--- src/rtl/avalon_mm_arbiter_2to1_if.sv ---
`default_nettype none
// ============================================================================
//  Module   : avalon_mm_arbiter_2to1_if
//  Purpose  : Avalon-MM command/response bundle with pipelined read data and
//             write responses. The same interface type is used for both host
//             ports and the agent port of the 2:1 arbiter.
//  Modports : master - drives read/write/address/writedata/byteenable,
//                      samples waitrequest and the response signals.
//             slave  - the mirror image of master.
//  Signals  : read, write, address[ADDR_WIDTH], writedata[DATA_WIDTH],
//             byteenable[DATA_WIDTH/8], waitrequest, readdatavalid,
//             writeresponsevalid, readdata[DATA_WIDTH], response[2]
//  Revision : 1.0 - initial release
// ============================================================================
interface avalon_mm_arbiter_2to1_if #(
    parameter int DATA_WIDTH = 32,
    parameter int ADDR_WIDTH = 32
);
    logic                      read;
    logic                      write;
    logic [ADDR_WIDTH-1:0]     address;
    logic [DATA_WIDTH-1:0]     writedata;
    logic [DATA_WIDTH/8-1:0]   byteenable;
    logic                      waitrequest;
    logic                      readdatavalid;
    logic                      writeresponsevalid;
    logic [DATA_WIDTH-1:0]     readdata;
    logic [1:0]                response;

    modport master (
        output read, write, address, writedata, byteenable,
        input  waitrequest, readdatavalid, writeresponsevalid, readdata, response
    );

    modport slave (
        input  read, write, address, writedata, byteenable,
        output waitrequest, readdatavalid, writeresponsevalid, readdata, response
    );
endinterface
`default_nettype wire

--- src/rtl/avalon_mm_arbiter_2to1.sv ---
`default_nettype none
// ============================================================================
//  Module   : avalon_mm_arbiter_2to1
//  Purpose  : Round-robin arbiter sharing one Avalon-MM agent between two
//             Avalon-MM hosts. Commands pass through combinationally; the
//             issuing host of each accepted command is queued in an in-order
//             tag FIFO so pipelined read/write responses return to it.
//  Ports    : clk - clock, all state on the rising edge
//             rst - asynchronous active-high reset
//             h0  - host 0 (slave modport: the host drives commands in)
//             h1  - host 1 (slave modport)
//             a   - downstream agent (master modport)
//  Params   : DATA_WIDTH      - data width, multiple of 8
//             ADDR_WIDTH      - word address width
//             MAX_OUTSTANDING - tag FIFO depth, power of 2, >= 2
//  Revision : 1.0 - initial release
// ============================================================================
module avalon_mm_arbiter_2to1 #(
    parameter int DATA_WIDTH      = 32,
    parameter int ADDR_WIDTH      = 32,
    parameter int MAX_OUTSTANDING = 4
) (
    input  wire logic                  clk,
    input  wire logic                  rst,
    avalon_mm_arbiter_2to1_if.slave    h0,
    avalon_mm_arbiter_2to1_if.slave    h1,
    avalon_mm_arbiter_2to1_if.master   a
);

    localparam int c_ptr_w = $clog2(MAX_OUTSTANDING);
    localparam int c_cnt_w = c_ptr_w + 1;
    localparam int c_be_w  = DATA_WIDTH / 8;
    localparam logic [c_cnt_w-1:0] c_full_count = c_cnt_w'(MAX_OUTSTANDING);

    typedef enum logic [0:0] {
        S_IDLE   = 1'b0,
        S_LOCKED = 1'b1
    } state_t;

    // ------------------------------------------------------------------
    // State
    // ------------------------------------------------------------------
    state_t               r_state;
    logic                 r_owner;
    logic                 r_prio;
    logic                 r_tag [MAX_OUTSTANDING];
    logic [c_ptr_w-1:0]   r_wptr;
    logic [c_ptr_w-1:0]   r_rptr;
    logic [c_cnt_w-1:0]   r_count;

    // ------------------------------------------------------------------
    // Combinational signals
    // ------------------------------------------------------------------
    state_t               w_state_nxt;
    logic                 w_owner_nxt;
    logic                 w_req0;
    logic                 w_req1;
    logic                 w_full;
    logic                 w_empty;
    logic                 w_gnt_vld;
    logic                 w_gnt_id;
    logic                 w_sel_read;
    logic                 w_sel_write;
    logic [ADDR_WIDTH-1:0] w_sel_addr;
    logic [DATA_WIDTH-1:0] w_sel_wdata;
    logic [c_be_w-1:0]    w_sel_be;
    logic                 w_a_read;
    logic                 w_a_write;
    logic                 w_accept;
    logic                 w_push;
    logic                 w_rsp;
    logic                 w_pop;
    logic                 w_head;

    assign w_req0  = h0.read | h0.write;
    assign w_req1  = h1.read | h1.write;
    assign w_full  = (r_count == c_full_count);
    assign w_empty = (r_count == '0);

    // ------------------------------------------------------------------
    // Grant: combinational in IDLE, held by the owner register in LOCKED.
    // Reset forces "nothing granted" so no command leaks out while rst is
    // high, independent of the state registers.
    // ------------------------------------------------------------------
    always_comb begin
        w_gnt_vld = 1'b0;
        w_gnt_id  = 1'b0;
        if (!rst) begin
            case (r_state)
                S_IDLE: begin
                    if (!w_full && (w_req0 || w_req1)) begin
                        w_gnt_vld = 1'b1;
                        w_gnt_id  = (w_req0 && w_req1) ? r_prio : w_req1;
                    end
                end
                S_LOCKED: begin
                    w_gnt_vld = 1'b1;
                    w_gnt_id  = r_owner;
                end
                default: begin
                    w_gnt_vld = 1'b0;
                    w_gnt_id  = 1'b0;
                end
            endcase
        end
    end

    // Command mux; with no grant w_gnt_id is 0, so host 0's fields appear
    // on the agent bus while the strobes are held low.
    assign w_sel_read  = w_gnt_id ? h1.read       : h0.read;
    assign w_sel_write = w_gnt_id ? h1.write      : h0.write;
    assign w_sel_addr  = w_gnt_id ? h1.address    : h0.address;
    assign w_sel_wdata = w_gnt_id ? h1.writedata  : h0.writedata;
    assign w_sel_be    = w_gnt_id ? h1.byteenable : h0.byteenable;

    assign w_a_read  = w_gnt_vld & w_sel_read;
    assign w_a_write = w_gnt_vld & w_sel_write;
    assign w_accept  = (w_a_read | w_a_write) & ~a.waitrequest;
    assign w_push    = w_accept;

    assign a.read       = w_a_read;
    assign a.write      = w_a_write;
    assign a.address    = w_sel_addr;
    assign a.writedata  = w_sel_wdata;
    assign a.byteenable = w_sel_be;

    assign h0.waitrequest = (w_gnt_vld && !w_gnt_id) ? a.waitrequest : 1'b1;
    assign h1.waitrequest = (w_gnt_vld &&  w_gnt_id) ? a.waitrequest : 1'b1;

    // ------------------------------------------------------------------
    // FSM next state
    // ------------------------------------------------------------------
    always_comb begin
        w_state_nxt = r_state;
        w_owner_nxt = r_owner;
        case (r_state)
            S_IDLE: begin
                // A stalled grant is pinned to its host until accepted so
                // the agent sees a stable command for the whole stall.
                if ((w_a_read || w_a_write) && !w_accept) begin
                    w_state_nxt = S_LOCKED;
                    w_owner_nxt = w_gnt_id;
                end
            end
            S_LOCKED: begin
                if (w_accept) begin
                    w_state_nxt = S_IDLE;
                end
            end
            default: begin
                w_state_nxt = S_IDLE;
            end
        endcase
    end

    // ------------------------------------------------------------------
    // Response routing. Strobes arriving with an empty FIFO have no owner
    // and are dropped without touching the read pointer.
    // ------------------------------------------------------------------
    assign w_rsp  = a.readdatavalid | a.writeresponsevalid;
    assign w_pop  = w_rsp & ~w_empty & ~rst;
    assign w_head = r_tag[r_rptr];

    assign h0.readdata = a.readdata;
    assign h1.readdata = a.readdata;
    assign h0.response = a.response;
    assign h1.response = a.response;

    assign h0.readdatavalid      = w_pop & ~w_head & a.readdatavalid;
    assign h0.writeresponsevalid = w_pop & ~w_head & a.writeresponsevalid;
    assign h1.readdatavalid      = w_pop &  w_head & a.readdatavalid;
    assign h1.writeresponsevalid = w_pop &  w_head & a.writeresponsevalid;

    // ------------------------------------------------------------------
    // Sequential state
    // ------------------------------------------------------------------
    always_ff @(posedge clk or posedge rst) begin
        if (rst) begin
            r_state <= S_IDLE;
            r_owner <= 1'b0;
            r_prio  <= 1'b0;
        end else begin
            r_state <= w_state_nxt;
            r_owner <= w_owner_nxt;
            if (w_accept) begin
                r_prio <= ~w_gnt_id;
            end
        end
    end

    // Tag FIFO. Push cannot happen while full: IDLE withholds the grant and
    // LOCKED is only entered from a non-full IDLE, after which only pops occur.
    always_ff @(posedge clk or posedge rst) begin
        if (rst) begin
            for (int i = 0; i < MAX_OUTSTANDING; i++) begin
                r_tag[i] <= 1'b0;
            end
            r_wptr  <= '0;
            r_rptr  <= '0;
            r_count <= '0;
        end else begin
            if (w_push) begin
                r_tag[r_wptr] <= w_gnt_id;
                r_wptr        <= r_wptr + 1'b1;
            end
            if (w_pop) begin
                r_rptr <= r_rptr + 1'b1;
            end
            case ({w_push, w_pop})
                2'b10:   r_count <= r_count + 1'b1;
                2'b01:   r_count <= r_count - 1'b1;
                default: r_count <= r_count;
            endcase
        end
    end

endmodule
`default_nettype wire

--- src/flat_wrapper.sv ---
// flat-port wrapper written by rule: the top's interface ports become plain ports
module avalon_mm_arbiter_2to1_flat 
#(
    parameter int DATA_WIDTH      = 32,
    parameter int ADDR_WIDTH      = 32,
    parameter int MAX_OUTSTANDING = 4
)
  (clk, rst, h0_read, h0_write, h0_address, h0_writedata, h0_byteenable, h0_waitrequest, h0_readdatavalid, h0_writeresponsevalid, h0_readdata, h0_response, h1_read, h1_write, h1_address, h1_writedata, h1_byteenable, h1_waitrequest, h1_readdatavalid, h1_writeresponsevalid, h1_readdata, h1_response, a_read, a_write, a_address, a_writedata, a_byteenable, a_waitrequest, a_readdatavalid, a_writeresponsevalid, a_readdata, a_response);
  avalon_mm_arbiter_2to1_if #(.DATA_WIDTH(DATA_WIDTH), .ADDR_WIDTH(ADDR_WIDTH)) h0_i ();
  avalon_mm_arbiter_2to1_if #(.DATA_WIDTH(DATA_WIDTH), .ADDR_WIDTH(ADDR_WIDTH)) h1_i ();
  avalon_mm_arbiter_2to1_if #(.DATA_WIDTH(DATA_WIDTH), .ADDR_WIDTH(ADDR_WIDTH)) a_i ();
  input  wire logic clk;
  input  wire logic rst;
  input wire logic [$bits(h0_i.read)-1:0] h0_read;
  input wire logic [$bits(h0_i.write)-1:0] h0_write;
  input wire logic [$bits(h0_i.address)-1:0] h0_address;
  input wire logic [$bits(h0_i.writedata)-1:0] h0_writedata;
  input wire logic [$bits(h0_i.byteenable)-1:0] h0_byteenable;
  output wire logic [$bits(h0_i.waitrequest)-1:0] h0_waitrequest;
  output wire logic [$bits(h0_i.readdatavalid)-1:0] h0_readdatavalid;
  output wire logic [$bits(h0_i.writeresponsevalid)-1:0] h0_writeresponsevalid;
  output wire logic [$bits(h0_i.readdata)-1:0] h0_readdata;
  output wire logic [$bits(h0_i.response)-1:0] h0_response;
  input wire logic [$bits(h1_i.read)-1:0] h1_read;
  input wire logic [$bits(h1_i.write)-1:0] h1_write;
  input wire logic [$bits(h1_i.address)-1:0] h1_address;
  input wire logic [$bits(h1_i.writedata)-1:0] h1_writedata;
  input wire logic [$bits(h1_i.byteenable)-1:0] h1_byteenable;
  output wire logic [$bits(h1_i.waitrequest)-1:0] h1_waitrequest;
  output wire logic [$bits(h1_i.readdatavalid)-1:0] h1_readdatavalid;
  output wire logic [$bits(h1_i.writeresponsevalid)-1:0] h1_writeresponsevalid;
  output wire logic [$bits(h1_i.readdata)-1:0] h1_readdata;
  output wire logic [$bits(h1_i.response)-1:0] h1_response;
  output wire logic [$bits(a_i.read)-1:0] a_read;
  output wire logic [$bits(a_i.write)-1:0] a_write;
  output wire logic [$bits(a_i.address)-1:0] a_address;
  output wire logic [$bits(a_i.writedata)-1:0] a_writedata;
  output wire logic [$bits(a_i.byteenable)-1:0] a_byteenable;
  input wire logic [$bits(a_i.waitrequest)-1:0] a_waitrequest;
  input wire logic [$bits(a_i.readdatavalid)-1:0] a_readdatavalid;
  input wire logic [$bits(a_i.writeresponsevalid)-1:0] a_writeresponsevalid;
  input wire logic [$bits(a_i.readdata)-1:0] a_readdata;
  input wire logic [$bits(a_i.response)-1:0] a_response;
  assign h0_i.read = h0_read;
  assign h0_i.write = h0_write;
  assign h0_i.address = h0_address;
  assign h0_i.writedata = h0_writedata;
  assign h0_i.byteenable = h0_byteenable;
  assign h0_waitrequest = h0_i.waitrequest;
  assign h0_readdatavalid = h0_i.readdatavalid;
  assign h0_writeresponsevalid = h0_i.writeresponsevalid;
  assign h0_readdata = h0_i.readdata;
  assign h0_response = h0_i.response;
  assign h1_i.read = h1_read;
  assign h1_i.write = h1_write;
  assign h1_i.address = h1_address;
  assign h1_i.writedata = h1_writedata;
  assign h1_i.byteenable = h1_byteenable;
  assign h1_waitrequest = h1_i.waitrequest;
  assign h1_readdatavalid = h1_i.readdatavalid;
  assign h1_writeresponsevalid = h1_i.writeresponsevalid;
  assign h1_readdata = h1_i.readdata;
  assign h1_response = h1_i.response;
  assign a_read = a_i.read;
  assign a_write = a_i.write;
  assign a_address = a_i.address;
  assign a_writedata = a_i.writedata;
  assign a_byteenable = a_i.byteenable;
  assign a_i.waitrequest = a_waitrequest;
  assign a_i.readdatavalid = a_readdatavalid;
  assign a_i.writeresponsevalid = a_writeresponsevalid;
  assign a_i.readdata = a_readdata;
  assign a_i.response = a_response;
  avalon_mm_arbiter_2to1 #(.DATA_WIDTH(DATA_WIDTH), .ADDR_WIDTH(ADDR_WIDTH), .MAX_OUTSTANDING(MAX_OUTSTANDING)) u_core (.clk(clk), .rst(rst), .h0(h0_i), .h1(h1_i), .a(a_i));
endmodule
--- config.mk ---
export PLATFORM = sky130hd
export DESIGN_NAME = avalon_mm_arbiter_2to1_flat
export DESIGN_NICKNAME = d
export VERILOG_FILES = /design/src/rtl/avalon_mm_arbiter_2to1_if.sv /design/src/rtl/avalon_mm_arbiter_2to1.sv /design/src/flat_wrapper.sv
export SDC_FILE = /design/constraint.sdc
export NUM_CORES = 1
export LEC_CHECK = 0
export ABC_AREA = 1
export CORE_AREA = 4 4 123 125
export CTS_CLUSTER_DIAMETER = 150
export DETAILED_ROUTE_END_ITERATION = 7
export DIE_AREA = 0 0 127 129
export PLACE_DENSITY = 0.63
export SLEW_MARGIN = 20
export SYNTH_ARGS = -nofsm -noshare
export SYNTH_HDL_FRONTEND = slang
export SYNTH_SLANG_ARGS = --single-unit
--- constraint.sdc ---
create_clock -name clk -period 2.25 [get_ports clk]
set_clock_uncertainty 0.15 [all_clocks]
set_input_delay 0.45 -clock clk [delete_from_list [all_inputs] [get_ports clk]]
set_output_delay 0.45 -clock clk [all_outputs]
set_load 0.05 [all_outputs]
# ---- Yosys cells after proc, flatten, opt, wreduce, memory -nomap -nowiden
# Index checks and enable logic that the tools add are counted.
dict set report word_totals {
  word_cells 81
  input_bits 179
  regBits 14
}
dict set report classes {
  n_addsub 4
  n_eq_ne 3
  mux 24
  magnitude_cmp 3
  n_bitwise 23
  n_reduce_logical 14
}
# operator count
set ops {}
lappend ops {{32-bit 2-to-1 mux} 2}
lappend ops {{1-bit 2-to-1 mux} 14}
lappend ops {{1-bit bitwise AND} 11}
lappend ops {{3-bit greater-or-equal comparator, second input constant} 2}
lappend ops {{1-bit logical AND} 6}
lappend ops {{1-bit inverter} 6}
lappend ops {{2-bit inverter with 3-bit output} 2}
lappend ops {{1-bit one-hot mux with 2 select lines} 3}
lappend ops {{3-bit one-hot mux with 2 select lines} 1}
lappend ops {{2-bit by 1-bit adder with 2-bit output, second input constant} 2}
lappend ops {{4-bit bitwise mux} 1}
lappend ops {{4-bit 2-to-1 mux} 1}
lappend ops {{1-bit bitwise OR} 4}
lappend ops {{3-bit by 1-bit adder with 3-bit output, second input constant} 1}
lappend ops {{3-bit equality test, second input constant} 1}
lappend ops {{1-bit logical NOT} 3}
lappend ops {{3-bit logical NOT} 1}
lappend ops {{3-bit by 1-bit less-than comparator with 1-bit output, second input constant} 1}
lappend ops {{3-bit by 1-bit subtractor with 3-bit output, second input constant} 1}
lappend ops {{1-bit binary-select mux with 2-bit select} 1}
lappend ops {{1-bit demux with 2-bit select} 1}
lappend ops {{2-bit by 1-bit equality test with 1-bit output, second input constant} 1}
lappend ops {{2-bit equality test, second input constant} 1}
lappend ops {{1-bit logical OR} 2}
lappend ops {{other kinds (2)} 2}

# ---- Longest topological paths before layout
dict set report depth {
  ltp_word 14
  depth_mapped 17
}

# ---- Worst setup path before layout
# Ideal clock, no wire load.
dict set report synth_timing {
  kind {input to output}
  startpoint {input port rst}
  endpoint {output port h1_readdatavalid}
  path_slack_ns -0.262
  cell_stages 4
  arrival_ns 1.912
  path_buffers 0
  path_cell_list {inv_1 > nand2_1 > or3_1 > nor2_1}
}
dict set report synth_between {
  elab_chain_len 4
}
# item line
set synth_lines {}
lappend synth_lines {{start, declared} flat_wrapper.sv:13} ;# input wire logic rst;
lappend synth_lines {{1-bit inverter} avalon_mm_arbiter_2to1.sv:161} ;# assign w_pop = w_rsp & ~w_empty & ~rst;
lappend synth_lines {{1-bit bitwise AND} avalon_mm_arbiter_2to1.sv:161}
lappend synth_lines {{1-bit bitwise AND (2 in series)} avalon_mm_arbiter_2to1.sv:171} ;# assign h1.readdatavalid = w_pop & w_head & a.readdatavalid;
lappend synth_lines {{end, declared} flat_wrapper.sv:30} ;# output wire logic [$bits(h1_i.readdatavalid)-1:0] h1_readdatavalid;
# Every way passes these cells.

# ---- Final worst setup path
dict set report layout_timing {
  startpoint {input port h0_write}
  endpoint {output port a_writedata[26]}
}
dict set report layout_between {
  elab_chain_len 7
  word_cells_on_any_way 9
  classes_between {5 x mux; 1 x bitwise; 3 x reduce/logical}
}
# item line
set layout_lines {}
lappend layout_lines {{start, declared} flat_wrapper.sv:15} ;# input wire logic [$bits(h0_i.write)-1:0] h0_write;
lappend layout_lines {{1-bit bitwise OR (*)} avalon_mm_arbiter_2to1.sv:75} ;# assign w_req0 = h0.read | h0.write;
lappend layout_lines {{1-bit logical AND / 1-bit logical OR (equally long branches)} {avalon_mm_arbiter_2to1.sv:93, avalon_mm_arbiter_2to1.sv:91}}
lappend layout_lines {{1-bit 2-to-1 mux / 1-bit logical AND (equally long branches)} {avalon_mm_arbiter_2to1.sv:93, avalon_mm_arbiter_2to1.sv:91}}
lappend layout_lines {{1-bit 2-to-1 mux (*)} avalon_mm_arbiter_2to1.sv:91} ;# if (!w_full && (w_req0 || w_req1)) begin
lappend layout_lines {{1-bit one-hot mux with 2 select lines (*)} avalon_mm_arbiter_2to1.sv:89} ;# case (r_state)
lappend layout_lines {{1-bit 2-to-1 mux (*)} avalon_mm_arbiter_2to1.sv:88} ;# if (!rst) begin
lappend layout_lines {{32-bit 2-to-1 mux (*)} avalon_mm_arbiter_2to1.sv:113} ;# assign w_sel_wdata = w_gnt_id ? h1.writedata : h0.writedata;
lappend layout_lines {{end, declared} flat_wrapper.sv:37} ;# output wire logic [$bits(a_i.writedata)-1:0] a_writedata;
# Every way passes the cells marked *; elsewhere a longest branch is shown, timed or not.

==> flow_metrics.tcl <==
set metrics [dict create \
    start_util 0.162 \
    fill_cells 1248 \
    grt_max_degree 17 \
    power_w 0.00782 \
    use_met3 0.0544 \
    pwr-share-seq 0.060 \
    first_pass_iters 4 \
    cts_sinks 14 \
    cts_made_buffers 3 \
    fin_ws_ns -0.238 \
    ys_seq_elements 14 \
    power.internal_w 0.00397 \
    worstPathCellList "buf_2 -> inv_2 -> nand2_1 -> nand2_1 -> nand3_2 -> nand2_4 -> nand2_8 -> buf_6 -> inv_12 -> buf_12 -> buf_16 -> nand2_2 -> nand2_2 -> buf_12" \
    portBuffers 220 \
    die_y_um 129 \
    core_area_mm2 0.0139 \
    power_density_mw_per_mm2 1170 \
    synth_fp_nets 589 \
    drt-initial-drc-count 99 \
    dieArea_mm2 0.0164 \
    crit_slowest_cell "buf_16" \
    clk_pin_slew_ns 0.05 \
    power_leakage_nw 3.06 \
    netlist_instances 404 \
    multi_input_comb_area_mm2 0.00219 \
    grt_use_met1 0.168 \
    rsz0062_at_grt "true" \
    drive_gt1_frac 0.578 \
    placed_cell_area_mm2 0.00512 \
    grt_pass1_wl_um 19100 \
    swShare 0.492 \
    n_antenna_cell 0 \
    seq_area_um2 352 \
    violations "negative setup slack" \
    avgSynthCellArea_um2 5.57 \
    fmax_ghz 0.402 \
    clock_path_buffers 2 \
    ant_nets 0 \
    cp_data_arrival_time_ns 1.89 \
    met2_usage 0.285 \
    viasPerCell 4.03 \
    grt_remaining_overflow 0 \
    hp-class "reg -> reg" \
    hold_violations 0 \
    drc 0 \
    stdcell_area_mm2 0.00669 \
    hpwl_um 9760 \
    finalCritPeriodShare 1.11 \
    wl_um 14100 \
    cts_root_buf "clkbuf_16" \
    clkPwrFrac 0.048 \
    vias 3135 \
    ys_warn_count 0 \
    htree_levels 1 \
    status "finished with violations" \
    syn2layout_area_growth_pct 198 \
    syn_area_mm2 0.00225 \
    track_usage 0.150 \
    criticalPathCategory "in -> out" \
    grt_pass1_vias 3147 \
    worst_pin_slew_ns 0.454 \
    wire_per_inst_um 18.1 \
    die_w_um 127 \
    fin_crit_ns 2.49 \
    slew_viol_final 0 \
    place_congestion 0.796 \
    slowest_delay_ns 0.15 \
    nets 783 \
    grt_antenna_before_repair 0 \
    io_pins 323 \
    crit_required_ns 1.65 \
    ys_seq_area_frac 0.156 \
    synth.distinct_cells 26 \
    cts_tree "built" \
    power_frac_comb 0.892 \
    cp-end-kind "output port" \
    finalSetupViolations 75 \
    rows 43 \
    top_usage_layer "met2" \
    ir_drop_uv 666 \
    netSwitchingPower_w 0.00385 \
    worstPathMaxFanout 10 \
    cp-start-kind "primary input" \
    drv_cap 0 \
    worstSkewPairLatency_ns 0.24 \
    slew_headroom 0.697 \
]
-- stage by stage --
stage	setup slack, ns	instances	setup TNS (ns)	hold WS (ns)	utilization
floorplan	-0.130	404	-0.373	0.119	-
global placement	-0.558	743	-27.44	0.316	0.369
detailed placement	-0.631	743	-30.22	0.311	0.369
CTS	-0.191	771	-9.10	0.323	0.444
global route	-0.372	777	-19.44	0.358	0.482
finish	-0.238	777	-11.97	0.322	0.482
-- flip-flops by register name, indices dropped and copies added, names as in the netlist, named ones only --
signal	cells
u_core.r_tag	4
u_core.r_rptr	2
u_core.r_prio	1
u_core.r_owner	1
u_core.r_count	3
u_core.r_wptr	2
-- layout by cell type, fill, tap and decap left out, types with 8 or more instances in the layout --
master / synthesis / final
clkdlybuf4s50_1: 0 / 139
nand2_2: 2 / 101
buf_12: 0 / 84
nand2_4: 2 / 81
nand2_1: 237 / 58
buf_4: 68 / 23
dfrtp_1: 14 / 13
inv_1: 16 / 10
buf_16: 0 / 10
buf_6: 1 / 8
-- logic make-up (layout without fill, tap and decap cells) --
family	count (synthesis)	after routing	share of synthesized area
AO/OA/AOI/OAI	9	9	0.0234
XOR/XNOR	4	4	0.0156
adder cells (fa/ha/maj)	6	6	0.0367
buffers and inverters	103	296	0.294
flip-flops	14	14	0.156
AND/OR/NAND/NOR	268	268	0.475
-- cell usage after synthesis --
library cell,instances,share of area
ha_1,5,0.028
buf_4,68,0.23
nand4_1,5,0.014
dfrtp_1,14,0.16
a21oi_1,3,0.0067
inv_1,16,0.027
nand2_2,2,0.0056
nor2_2,2,0.0056
o21ai_1,1,0.0022
nor2_1,7,0.012
fa_1,1,0.0089
inv_2,2,0.0033
a32o_1,1,0.0045
nand2_1,237,0.40
or3_1,1,0.0028
nand3_2,1,0.0045
xor2_1,2,0.0078
buf_2,9,0.020
clkbuf_1,7,0.012
o21ai_0,3,0.0067
nand3_1,10,0.022
xnor2_1,2,0.0078
o21a_1,1,0.0033
nand2_4,2,0.010
buf_6,1,0.0050
or2_1,1,0.0028
-- final cells by class --
| type | count | area share |
|---|---|---|
| Tap cell | 180 | 0.0337 |
| Timing Repair Buffer | 274 | 0.560 |
| Sequential cell | 14 | 0.0526 |
| Inverter | 18 | 0.0137 |
| Clock buffer | 4 | 0.0133 |
| Multi-Input combinational cell | 287 | 0.327 |
-- path summary, 6_finish.rpt --
check	endpoint	slack, ns	startpoint	depth (start not counted)
worst max-delay path	a_writedata[26]	-0.24	h0_write	14
worst min-delay path	u_core.r_tag[3]$_DFFE_PP0P_	0.32	u_core.r_tag[3]$_DFFE_PP0P_	2
worst max register to register	u_core.r_count[2]$_DFFE_PP0P_	-0.18	u_core.r_count[0]$_DFFE_PP0P_	16
worst min register to register	u_core.r_tag[3]$_DFFE_PP0P_	0.32	u_core.r_tag[3]$_DFFE_PP0P_	2
max in group asynchronous	u_core.r_rptr[0]$_DFFE_PP0P_	1.38	rst	4
min in group asynchronous	u_core.r_tag[0]$_DFFE_PP0P_	0.37	rst	4
-- worst max-delay path: cells and delay by family --
family	cells	cell delay (ns)
buf+inv	7	0.83
simple gates	7	0.59
-- per-layer routing --
layer | wire length, µm | vias up | share of wire
met5 | 0 | - | 0
met4 | 61 | 0 | 0.0043
met3 | 1100 | 12 | 0.078
met2 | 7940 | 166 | 0.56
met1 | 4960 | 1414 | 0.35
li1 | - | 1543 | -
-- power groups by stage --
stage,logic [W],registers (W),clock network [W]
finish,0.00698,0.000468,0.000376
CTS,0.00651,0.000465,0.000379
detailed placement,0.00523,0.000466,0
global route,0.00728,0.000483,0.000397
floorplan,0.00290,0.000449,0
global placement,0.00521,0.000464,0
-- timing repair --
action,in CTS,in global routing
hold buffers,0,0
gates resized for setup,210,116
cloned,11,3
pin swaps,36,43
setup buffers,13,8
setup endpoints to repair,78,79
No activity file was read; power rests on OpenSTA's default activity.
